### src/rtl/alu_dispatch.sv
// Two-stage issue unit: stage 1 drives ALU operands/control, stage 2 captures the ALU result.
// Define ALU_DISPATCH_BRANCH_EN to decode BRANCH opcodes and resolve branch_taken.
module alu_dispatch (
  input  logic        clk,
  input  logic        reset,
  input  logic        in_valid,
  output logic        in_ready,
  input  logic [31:0] instr,
  input  logic [31:0] pc,
  input  logic [31:0] rs1_val,
  input  logic [31:0] rs2_val,
  input  logic [31:0] imm,
  output logic [31:0] SrcA,
  output logic [31:0] SrcB,
  output logic [3:0]  ALUControl,
  input  logic [31:0] ALUResult,
  input  logic        Zero,
  input  logic        Sign,
  output logic        out_valid,
  input  logic        out_ready,
  output logic [31:0] result,
  output logic        branch_taken,
  output logic        illegal
);

  localparam logic [3:0] AluAdd  = 4'b0000;
  localparam logic [3:0] AluSub  = 4'b0001;
  localparam logic [3:0] AluAnd  = 4'b0010;
  localparam logic [3:0] AluOr   = 4'b0011;
  localparam logic [3:0] AluSll  = 4'b0100;
  localparam logic [3:0] AluSlt  = 4'b0101;
  localparam logic [3:0] AluXor  = 4'b0110;
  localparam logic [3:0] AluSrl  = 4'b0111;
  localparam logic [3:0] AluSltu = 4'b1000;
  localparam logic [3:0] AluSra  = 4'b1111;

  localparam logic [6:0] OpcOp     = 7'b0110011;
  localparam logic [6:0] OpcOpImm  = 7'b0010011;
  localparam logic [6:0] OpcLui    = 7'b0110111;
  localparam logic [6:0] OpcAuipc  = 7'b0010111;
  localparam logic [6:0] OpcBranch = 7'b1100011;

  typedef enum logic [1:0] {KindAlu, KindBranch, KindIllegal} kind_e;

  logic [6:0] opcode, funct7;
  logic [2:0] funct3;
  assign opcode = instr[6:0];
  assign funct3 = instr[14:12];
  assign funct7 = instr[31:25];

  logic [31:0] dec_a, dec_b;
  logic [3:0]  dec_ctl;
  kind_e       dec_kind;

  always_comb begin
    dec_kind = KindIllegal;
    dec_a    = '0;
    dec_b    = '0;
    dec_ctl  = AluAdd;
    case (opcode)
      OpcOp: begin
        dec_a = rs1_val;
        dec_b = rs2_val;
        if (funct7 == 7'b0000000) begin
          dec_kind = KindAlu;
          case (funct3)
            3'b000:  dec_ctl = AluAdd;
            3'b001:  dec_ctl = AluSll;
            3'b010:  dec_ctl = AluSlt;
            3'b011:  dec_ctl = AluSltu;
            3'b100:  dec_ctl = AluXor;
            3'b101:  dec_ctl = AluSrl;
            3'b110:  dec_ctl = AluOr;
            default: dec_ctl = AluAnd;
          endcase
        end else if (funct7 == 7'b0100000 && funct3 == 3'b000) begin
          dec_kind = KindAlu;
          dec_ctl  = AluSub;
        end else if (funct7 == 7'b0100000 && funct3 == 3'b101) begin
          dec_kind = KindAlu;
          dec_ctl  = AluSra;
        end
      end
      OpcOpImm: begin
        dec_a = rs1_val;
        dec_b = imm;
        case (funct3)
          3'b000: dec_kind = KindAlu;
          3'b001: begin
            if (funct7 == 7'b0000000) begin
              dec_kind = KindAlu;
              dec_ctl  = AluSll;
            end
          end
          3'b101: begin
            if (funct7 == 7'b0000000) begin
              dec_kind = KindAlu;
              dec_ctl  = AluSrl;
            end else if (funct7 == 7'b0100000) begin
              dec_kind = KindAlu;
              dec_ctl  = AluSra;
            end
          end
          default: ;
        endcase
      end
      OpcLui: begin
        dec_kind = KindAlu;
        dec_b    = imm;
      end
      OpcAuipc: begin
        dec_kind = KindAlu;
        dec_a    = pc;
        dec_b    = imm;
      end
`ifdef ALU_DISPATCH_BRANCH_EN
      OpcBranch: begin
        dec_a = rs1_val;
        dec_b = rs2_val;
        case (funct3)
          3'b000, 3'b001: begin dec_kind = KindBranch; dec_ctl = AluSub;  end
          3'b100, 3'b101: begin dec_kind = KindBranch; dec_ctl = AluSlt;  end
          3'b110, 3'b111: begin dec_kind = KindBranch; dec_ctl = AluSltu; end
          default: ;
        endcase
      end
`endif
      default: ;
    endcase
    // Shift amounts are clamped so the ALU never sees more than 31.
    if (dec_ctl == AluSll || dec_ctl == AluSrl || dec_ctl == AluSra) begin
      dec_b = {27'b0, dec_b[4:0]};
    end
    if (dec_kind == KindIllegal) begin
      dec_a   = '0;
      dec_b   = '0;
      dec_ctl = AluAdd;
    end
  end

  logic        s1_valid_q, s1_valid_d;
  logic [31:0] srca_q, srca_d, srcb_q, srcb_d;
  logic [3:0]  ctl_q, ctl_d;
  kind_e       kind_q, kind_d;
  logic [2:0]  funct3_q, funct3_d;
  logic        out_valid_q, out_valid_d;
  logic [31:0] result_q, result_d;
  logic        taken_q, taken_d;
  logic        illegal_q, illegal_d;
  logic        s2_adv, accept, s2_taken;

  assign s2_adv   = ~out_valid_q | out_ready;
  assign in_ready = ~s1_valid_q | s2_adv;
  assign accept   = in_valid & in_ready;

`ifdef ALU_DISPATCH_BRANCH_EN
  always_comb begin
    s2_taken = 1'b0;
    if (kind_q == KindBranch) begin
      case (funct3_q)
        3'b000:         s2_taken = Zero;
        3'b001:         s2_taken = ~Zero;
        3'b100, 3'b110: s2_taken = ALUResult[0];
        3'b101, 3'b111: s2_taken = ~ALUResult[0];
        default:        s2_taken = 1'b0;
      endcase
    end
  end
`else
  assign s2_taken = 1'b0;
`endif

  always_comb begin
    s1_valid_d  = s1_valid_q;
    srca_d      = srca_q;
    srcb_d      = srcb_q;
    ctl_d       = ctl_q;
    kind_d      = kind_q;
    funct3_d    = funct3_q;
    out_valid_d = out_valid_q;
    result_d    = result_q;
    taken_d     = taken_q;
    illegal_d   = illegal_q;
    if (in_ready) s1_valid_d = in_valid;
    if (accept) begin
      srca_d   = dec_a;
      srcb_d   = dec_b;
      ctl_d    = dec_ctl;
      kind_d   = dec_kind;
      funct3_d = funct3;
    end
    // Payload only loads from a valid stage 1 so an empty slot leaves it untouched.
    if (s2_adv) begin
      out_valid_d = s1_valid_q;
      if (s1_valid_q) begin
        result_d  = (kind_q == KindAlu) ? ALUResult : 32'h0;
        taken_d   = s2_taken;
        illegal_d = (kind_q == KindIllegal);
      end
    end
  end

  always_ff @(posedge clk or posedge reset) begin
    if (reset) begin
      s1_valid_q  <= 1'b0;
      srca_q      <= '0;
      srcb_q      <= '0;
      ctl_q       <= AluAdd;
      kind_q      <= KindAlu;
      funct3_q    <= '0;
      out_valid_q <= 1'b0;
      result_q    <= '0;
      taken_q     <= 1'b0;
      illegal_q   <= 1'b0;
    end else begin
      s1_valid_q  <= s1_valid_d;
      srca_q      <= srca_d;
      srcb_q      <= srcb_d;
      ctl_q       <= ctl_d;
      kind_q      <= kind_d;
      funct3_q    <= funct3_d;
      out_valid_q <= out_valid_d;
      result_q    <= result_d;
      taken_q     <= taken_d;
      illegal_q   <= illegal_d;
    end
  end

  assign SrcA         = srca_q;
  assign SrcB         = srcb_q;
  assign ALUControl   = ctl_q;
  assign out_valid    = out_valid_q;
  assign result       = result_q;
  assign branch_taken = taken_q;
  assign illegal      = illegal_q;

  logic unused_sig;
  assign unused_sig = ^{Sign, instr[24:15], instr[11:7], Zero, funct3_q};

endmodule

### config.mk
export PLATFORM = sky130hd
export DESIGN_NAME = alu_dispatch
export DESIGN_NICKNAME = d
export VERILOG_FILES = /design/src/rtl/alu_dispatch.sv
export SDC_FILE = /design/constraint.sdc
export NUM_CORES = 1
export LEC_CHECK = 0
export CORE_MARGIN = 2
export CORE_UTILIZATION = 38
export DETAILED_ROUTE_END_ITERATION = 10
export GPL_TIMING_DRIVEN = 0
export PLACE_DENSITY = 0.91
export SYNTH_ARGS = -nofsm -noshare
export SYNTH_HDL_FRONTEND = slang
export SYNTH_SLANG_ARGS = --single-unit
### constraint.sdc
create_clock -name clk -period 4.35 [get_ports clk]
set_clock_uncertainty 0.1 [all_clocks]
set_input_delay 0.87 -clock clk [delete_from_list [all_inputs] [get_ports clk]]
set_output_delay 0.87 -clock clk [all_outputs]
set_load 0.005 [all_outputs]
* Yosys cells after proc, flatten, opt, wreduce, memory -nomap -nowiden
Cells that the tools add are included.
W data, S select, Z words.
** Storage, ports and cells
- Flip-flop bits (word level) :: 105
- Bits in latches :: 0
- RAM bits :: 0
- Memory bits (read-only) :: 0
- Bits of input ports :: 198
- Output and inout bits :: 104
- Memories kept :: 0
** Operators by class
- Add/sub/neg operators :: 0
- $mul :: 0
- Divide/modulo/power cells :: 0
- $lt $le $gt $ge :: 0
- Equality and inequality tests :: 16
- Shift-type cells :: 0
- Mux-type cells :: 24
- Bitwise gates (word level) :: 5
- Reduce and logical (&&, ||, !) cells :: 11
** Operators with widths (number)
- $mux W32 :: 4
- $pmux W32 S2 :: 2
- $pmux W4 S7 :: 1
- $mux W4 :: 6
- $eq A7 B6 Y1 const B :: 3
- $pmux W4 S2 :: 2
- $eq A7 B5 Y1 const B :: 2
- $mux W2 :: 6
- $pmux W2 S3 :: 2
- $eq A3 B3 Y1 const B :: 3
- $eq A4 B3 Y1 const B :: 2
- $logic_not A7 Y1 :: 1
- $eq A3 B2 Y1 const B :: 2
- $eq A2 B2 Y1 const B :: 2
- $eq A4 B4 Y1 const B :: 1
- $reduce_or A2 Y1 :: 2
- $eq A3 B1 Y1 const B :: 1
- $logic_not A3 Y1 :: 1
- $mux W3 :: 1
- $reduce_or A3 Y1 :: 1
- $logic_and A1 B1 Y1 :: 2
- $logic_not A2 Y1 :: 1
- $logic_or A1 B1 Y1 :: 2
- $not A1 Y1 :: 2
- 3 further kinds :: 4

* Longest topological paths before layout
Gate-level depths: netlist (run 1).
- Depth after elaboration :: 11
- Depth in mapped cells :: 7
- Depth with buffers taken out :: 4

* Least setup slack after synthesis (run 1)
No wires, ideal clock.
- Path kind :: input-to-reg
- From :: in instr[26]
- To :: reg srcb_q[10] (netlist: SrcB[10])
- Setup time :: 0.092 ns
- Arrival time :: 2.246 ns
- Setup slack :: 1.912 ns
- Cell stages on the path :: 6
- Buffers on the path :: 2
- Cells stage by stage :: nor4_2 a211oi_1 or4_4 buf_6 buf_12 o31ai_2
** On the way
- Longest elaborated chain between the ends :: 11
- Elaborated cells on any way between the ends :: 28
- Classes of those cells :: eq/ne (5); mux (18); reduce/logical (5)
** Ends and longest elaborated chain
- start: declaration :: line 8 : input logic [31:0] instr,
- $eq A7 B6 Y1 :: line 76, 79, 99
- $logic_and A1 B1 Y1 :: line 79 : end else if (funct7 == 7'b0100000 && funct3 == 3'b101) begin
- $mux W4 :: line 79
- $mux W4 :: line 76 : end else if (funct7 == 7'b0100000 && funct3 == 3'b000) begin
- $mux W4 :: line 64 : if (funct7 == 7'b0000000) begin
- $pmux W4 S2 :: line 60 : case (opcode)
- $eq A4 B3 Y1 :: line 131 : if (dec_ctl == AluSll || dec_ctl == AluSrl || dec_ctl == AluSra) begin
- $logic_or A1 B1 Y1 (2 in a row) :: line 131
- $mux W32 :: line 131
- $mux W32 * :: line 134 : if (dec_kind == KindIllegal) begin
- end signal: assignment :: line 218 : srcb_q <= srcb_d;
- end: declaration :: line 142 : logic [31:0] srca_q, srca_d, srcb_q, srcb_d;
Mark *: on every way between the ends. The rest lies on a longest branch, timed or not.
A chain may end at the register's enable or synchronous reset.

* Worst setup path after layout (run 1)
- From :: in out_ready
- To :: out in_ready
** On the way
- Longest elaborated chain between the ends :: 2
** Ends and longest elaborated chain
- start: declaration :: line 20 : input logic out_ready,
- $or A1 B1 Y1 :: line 152 : assign s2_adv = ~out_valid_q | out_ready;
- $or A1 B1 Y1 :: line 153 : assign in_ready = ~s1_valid_q | s2_adv;
- end: declaration :: line 7 : output logic in_ready,
Every way passes these cells.

==> results.sh, run 1 <==
export IMPL_slew_limit_headroom_pct=35.1
export IMPL_rsz0062_at_grt="no"
export IMPL_synth_seq_area_share_pct=52.2
export IMPL_critPathKind="input pin to output port"
export IMPL_synthToLayoutAreaGrowth_pct=68.0
export IMPL_netlist_instances=518
export IMPL_post_route_period_util_pct=69.1
export IMPL_syn_nets=716
export IMPL_dpl_cell_count=972
export IMPL_synth_async_reset_ratio_pct=100
export IMPL_max_freq_mhz=333
export IMPL_finalCriticalPeriod_ns=3.01
export IMPL_wl_per_cell_um=16.6
export IMPL_holdBufCountCts=0
export IMPL_ys_warn_count=0
export IMPL_worst_slew_pin_slew_ns=0.973
export IMPL_tritoncts="yes"
export IMPL_die_w_um=119
export IMPL_cts_reportedPaths_clkPinSlew_ns=0.07
export IMPL_portBuffers=281
export IMPL_grt_util_all_layers_pct=23.3
export IMPL_start_util_pct=39.2
export IMPL_power_density_nw_per_um2=265
export IMPL_hpwl_mm=13.0
export IMPL_startpoint_type="input pin"
export IMPL_ios=302
export IMPL_status="finished, final reports clean"
export IMPL_final_hold_viol_count=0
export IMPL_syn_area_um2=4980
export IMPL_drt_iter0_drc=287
export IMPL_hp_class="flop to flop"
export IMPL_nets=1009
export IMPL_num_rows=41
export IMPL_ys_ff_latch=104
export IMPL_syn_avg_cell_area_um2=9.62
export IMPL_ctsResizeCount=0
export IMPL_core_area_um2=12700
export IMPL_worst_path_max_fanout=3
export IMPL_grt_pass1_vias=4938
export IMPL_gr_total_overflow=0
export IMPL_clockRootBuffer="clkbuf_16"
export IMPL_ir_drop_mv=0.159
export IMPL_drive_gt1_share_pct=6.74
export IMPL_worst_hold_slack_ns=0.378
export IMPL_cap_viol_max_count=0
export IMPL_ys_flop_type="dfrtp_1"
export IMPL_clock_path_buffers=2
export IMPL_synth_edff_count=0
export IMPL_ys_types=36
export IMPL_final_antenna_net_count=0
export IMPL_dieArea_um2=14000
export IMPL_leakage_uw=0.00338
export IMPL_required_ns=3.38
export IMPL_cts_buffers=9
export IMPL_crit_path_end_kind="output port"
export IMPL_clock_sinks=104
export IMPL_drv_slew=0
export IMPL_setup_viol_count_final=0
export IMPL_h_tree_depth=3
export IMPL_drc=0
export IMPL_antenna_found_initial=0
export IMPL_grt_first_pass_wirelength_mm=25.8
export IMPL_via_count=4850
export IMPL_cp_arrival_ns=2.04
export IMPL_gp_congestion=0.819
export IMPL_dieHeight_um=119
export IMPL_first_pass_iters=4
export IMPL_fin_cells=988
export IMPL_grt_max_degree=54
export IMPL_post_cts_repair_setup_buffers=0
export IMPL_n_fill_cell=1017
export IMPL_vias_per_cell=4.91
export IMPL_wl_mm=16.4
export IMPL_clk_latency_ns=0.34
export IMPL_num_antenna_cells=0
[worst paths after layout]
kind | startpoint | to | slack [ns] | depth (start not counted)
worst min-delay path | result[30] | result[30] | 0.38 | 2
worst min register to register | result[30] | result[30] | 0.38 | 2
worst max-delay path | out_ready | in_ready | 1.34 | 3
max in group asynchronous | reset | SrcA[13] | 2.58 | 3
min in group asynchronous | reset | result[16] | 0.88 | 2
worst max register to register | out_valid | SrcB[20] | 2.09 | 6
[critical path: stages]
cell             delay, ns
clkdlybuf4s50_1       0.46
nand3b_1              0.16
clkdlybuf4s50_1       0.54
[cell type report]
class	count	area (um^2)	share of cell area (%)
flip-flops and latches	104	2600	31.1
clock buffers	9	225	2.69
well taps	172	215	2.57
multi-input cells	369	2150	25.7
inverters	4	17.5	0.209
repair buffers	282	2840	33.9
plain buffers	41	214	2.56
clock inverters	7	104	1.24
[metal layers]
metal	vias to the layer above	wire, um	GRT usage [%]
met5	-	0	0
met4	0	381	8.56
met3	26	1290	6.56
met2	222	8180	41.0
met1	2260	6500	26.8
li1	2342	-	-
[cells in the final DEF (no fill, tap or decap), types with 2 or more instances in the layout]
cell type and count:
clkbuf_16 9, nand2_1 133, nand2b_1 6, nor3b_1 2, bufinv_16 2, inv_1 2
o21ai_0 75, clkbuf_1 29, clkdlybuf4s50_1 281, buf_2 7, nand3b_1 2, nor2b_1 37
o31ai_4 2, dfrtp_1 104, buf_6 2, nor2_1 3, mux2i_1 32, o31ai_2 20
a21oi_1 33, clkinvlp_4 2, buf_12 2, o31ai_1 6, a22o_1 3
[cells in the mapped netlist, types with 2 or more instances]
cell,n,area (um^2)
a21oi_1,33,165
o31ai_4,2,42.5
nor2b_1,37,231
a22o_1,3,26.3
mux2i_1,32,320
clkbuf_1,29,109
nand2_1,133,499
buf_2,7,35.0
o31ai_1,6,45.0
inv_1,3,11.3
o31ai_2,20,250
buf_12,2,40.0
nor3b_1,2,15.0
nand2b_1,6,37.5
o21ai_0,75,375
nand3b_1,2,15.0
nor2_1,3,11.3
dfrtp_1,104,2600
buf_6,2,22.5
[stage by stage]
step	util, %	cell area [um^2]	setup WS, ns	total power (uW)	TNS, ns
after floorplan	-	4980	0.648	1120	0
after global placement	63.0	8010	-0.906	1340	-93.58
after detailed placement	63.2	8040	1.10	1350	0
after CTS	65.8	8370	1.34	2240	0
after global routing	65.8	8370	1.30	2310	0
final	65.8	8370	1.34	2220	0
[state kept, by name (all words and copies together) (netlist names)]
name and cells:
out_valid 1, SrcA 32, kind_q 1, SrcB 32, result 32, ALUControl 4
illegal 1, s1_valid_q 1
[kinds of logic (layout without fill, tap and decap cells)]
group | Yosys count | after routing | share of synthesized area, %
xor gates and xnor gates | 1 | 1 | 0.176
buffers and inverters | 45 | 343 | 4.59
muxes | 32 | 32 | 6.43
DFF | 104 | 104 | 52.2
AOI/OAI and AO/OA | 145 | 145 | 19.1
other | 1 | 1 | 0.0752
and+or+nand+nor | 190 | 190 | 17.4
[power by group]
part | switching (uW) | internal [uW] | leakage (uW)
registers | 6.03 | 976 | 0.00144
logic | 145 | 206 | 0.00178
clock network | 377 | 512 | 0.000154
No activity file was read; power rests on OpenSTA's default activity.
==> inputs of run 2 (changes only) <==
- CORE_UTILIZATION: 38 -> 34
- PLACE_DENSITY: 0.91 -> 0.86
- clock period: 4.35 -> 2.4 ns (I/O delays scaled with it)
==> results.sh, run 2 (same netlist as run 1, synthesis figures left out) <==
export IMPL_startpoint_type="input pin"
export IMPL_drive_gt1_share_pct=7.57
export IMPL_r2r_cells=6
export IMPL_clockRootBuffer="clkbuf_16"
export IMPL_tritoncts="yes"
export IMPL_regToRegSetupSlack_ns=0.33
export IMPL_leakage_uw=0.00344
export IMPL_cts_buffers=9
export IMPL_ios=302
export IMPL_final_antenna_net_count=0
export IMPL_drt_iter0_drc=207
export IMPL_drv_slew=0
export IMPL_final_cell_mix="276 x clkdlybuf4s50_1, 132 x nand2_1, 104 x dfrtp_1, 70 x o21ai_0, 37 x nor2b_1"
export IMPL_finalCriticalPeriod_ns=2.40
export IMPL_num_rows=44
export IMPL_fin_cells=1003
export IMPL_dieArea_um2=15600
export IMPL_p_int_uw=2990
export IMPL_grt_pass1_vias=5033
export IMPL_sequentialPowerShare_pct=45.3
export IMPL_clock_sinks=104
export IMPL_n_fill_cell=1232
export IMPL_dieHeight_um=125
export IMPL_max_freq_mhz=417
export IMPL_p_total_uw=3930
export IMPL_sw_frac_of_total_pct=24.0
export IMPL_power_density_nw_per_um2=465
export IMPL_die_w_um=125
export IMPL_h_tree_depth=3
export IMPL_first_pass_iters=4
export IMPL_synthToLayoutAreaGrowth_pct=69.4
export IMPL_grt_first_pass_wirelength_mm=26.7
export IMPL_holdBufCountCts=0
export IMPL_hpwl_mm=13.3
export IMPL_pwr_share_clk_pct=38.0
export IMPL_gr_total_overflow=0
export IMPL_crit_path_end_kind="flop"
export IMPL_holdPathEnd="SrcB[28]"
export IMPL_portBuffers=281
export IMPL_r2r_start="out_valid"
export IMPL_final_common_cell="clkdlybuf4s50_1"
export IMPL_worst_hold_slack_ns=0.378
export IMPL_tns_ns=0
export IMPL_core_area_um2=14400
export IMPL_hp_class="flop to flop"
export IMPL_gp_congestion=0.914
export IMPL_cp_arrival_ns=2.55
export IMPL_antenna_found_initial=0
export IMPL_slew_limit_headroom_pct=39.6
export IMPL_grt_util_all_layers_pct=21.7
export IMPL_drc=0
export IMPL_start_util_pct=34.6
export IMPL_wl_per_cell_um=17.0
export IMPL_grt_max_degree=40
export IMPL_cts_reportedPaths_clkPinSlew_ns=0.07
export IMPL_worst_path_max_fanout=10
export IMPL_final_hold_viol_count=0
export IMPL_via_count=4883
export IMPL_vias_per_cell=4.87
export IMPL_dpl_cell_count=985
export IMPL_fin_area_um2=8440
export IMPL_clk_latency_ns=0.34
export IMPL_placed_area_um2=8070
export IMPL_status="finished, final reports clean"
export IMPL_post_route_period_util_pct=99.9
export IMPL_clock_path_buffers=2
export IMPL_reg2reg_to="SrcB[21]"
export IMPL_required_ns=2.55
export IMPL_ir_drop_mv=0.306
export IMPL_switchingPower_uw=941
export IMPL_hold_depth=2
export IMPL_critPathKind="input pin to flop"
export IMPL_hold_start="SrcB[28]"
export IMPL_worst_slew_pin_slew_ns=0.904
export IMPL_num_antenna_cells=0
export IMPL_comb_power_share_pct=16.7
export IMPL_wl_mm=17.0
export IMPL_setup_viol_count_final=0
export IMPL_cap_viol_max_count=0
export IMPL_nets=1012
-- run 2: layout make-up --
type,instances,area [um^2],share of cell area [%]
multi-input combinational,369,2190,26.0
buffer,41,223,2.64
sequential,104,2600,30.8
clock buffer,11,243,2.87
timing repair buffer,285,2880,34.1
inverter,4,18.8,0.222
clock inverter,5,53.8,0.637
tap,184,230,2.73
-- run 2: routing by layer --
metal	global-route usage, %	share of wire, %
met1	26.3	41
met2	38.2	51
met3	3.94	5.6
met4	8.30	2.7
met5	0	0
-- run 2: timing repair --
item	4_1_cts	5_1_grt
pin swaps	0	4
buffers inserted	0	2
setup endpoints to repair	61	41
gates resized for setup	4	18
-- run 2: worst max-delay path, cell delays in order --
cell             delay, ns
clkdlybuf4s50_1       0.49
nor4_2                0.34
a211oi_2              0.09
or4_4                 0.56
buf_8                 0.17
buf_12                0.15
o31ai_2               0.26
-- run 2: stage by stage --
step                      setup slack (ns)  utilization (%)
after CTS                           0.0208             58.1
after global placement              -0.524             55.7
after detailed placement            -0.547             56.0
after global routing               -0.0747             58.5
after floorplan                      0.352                -
final                              0.00123             58.5
-- run 2: how the worst max path moves through the flow --
stage | cells after the start | start | to
floorplan | 6 | instr[26] | SrcB[10]
global placement | 2 | reset | SrcB[25]
detailed placement | 7 | out_ready | SrcA[6]
CTS | 7 | instr[25] | SrcB[9]
global route | 7 | instr[14] | SrcA[5]
finish | 7 | instr[14] | SrcB[21]
-- run 2: power groups by stage --
stage / sequential (uW) / clock [uW] / combinational [uW]
floorplan: 1820 / 0 / 221
global placement: 1810 / 0 / 635
detailed placement: 1810 / 0 / 648
CTS: 1780 / 1520 / 655
global route: 1780 / 1610 / 714
finish: 1780 / 1490 / 655
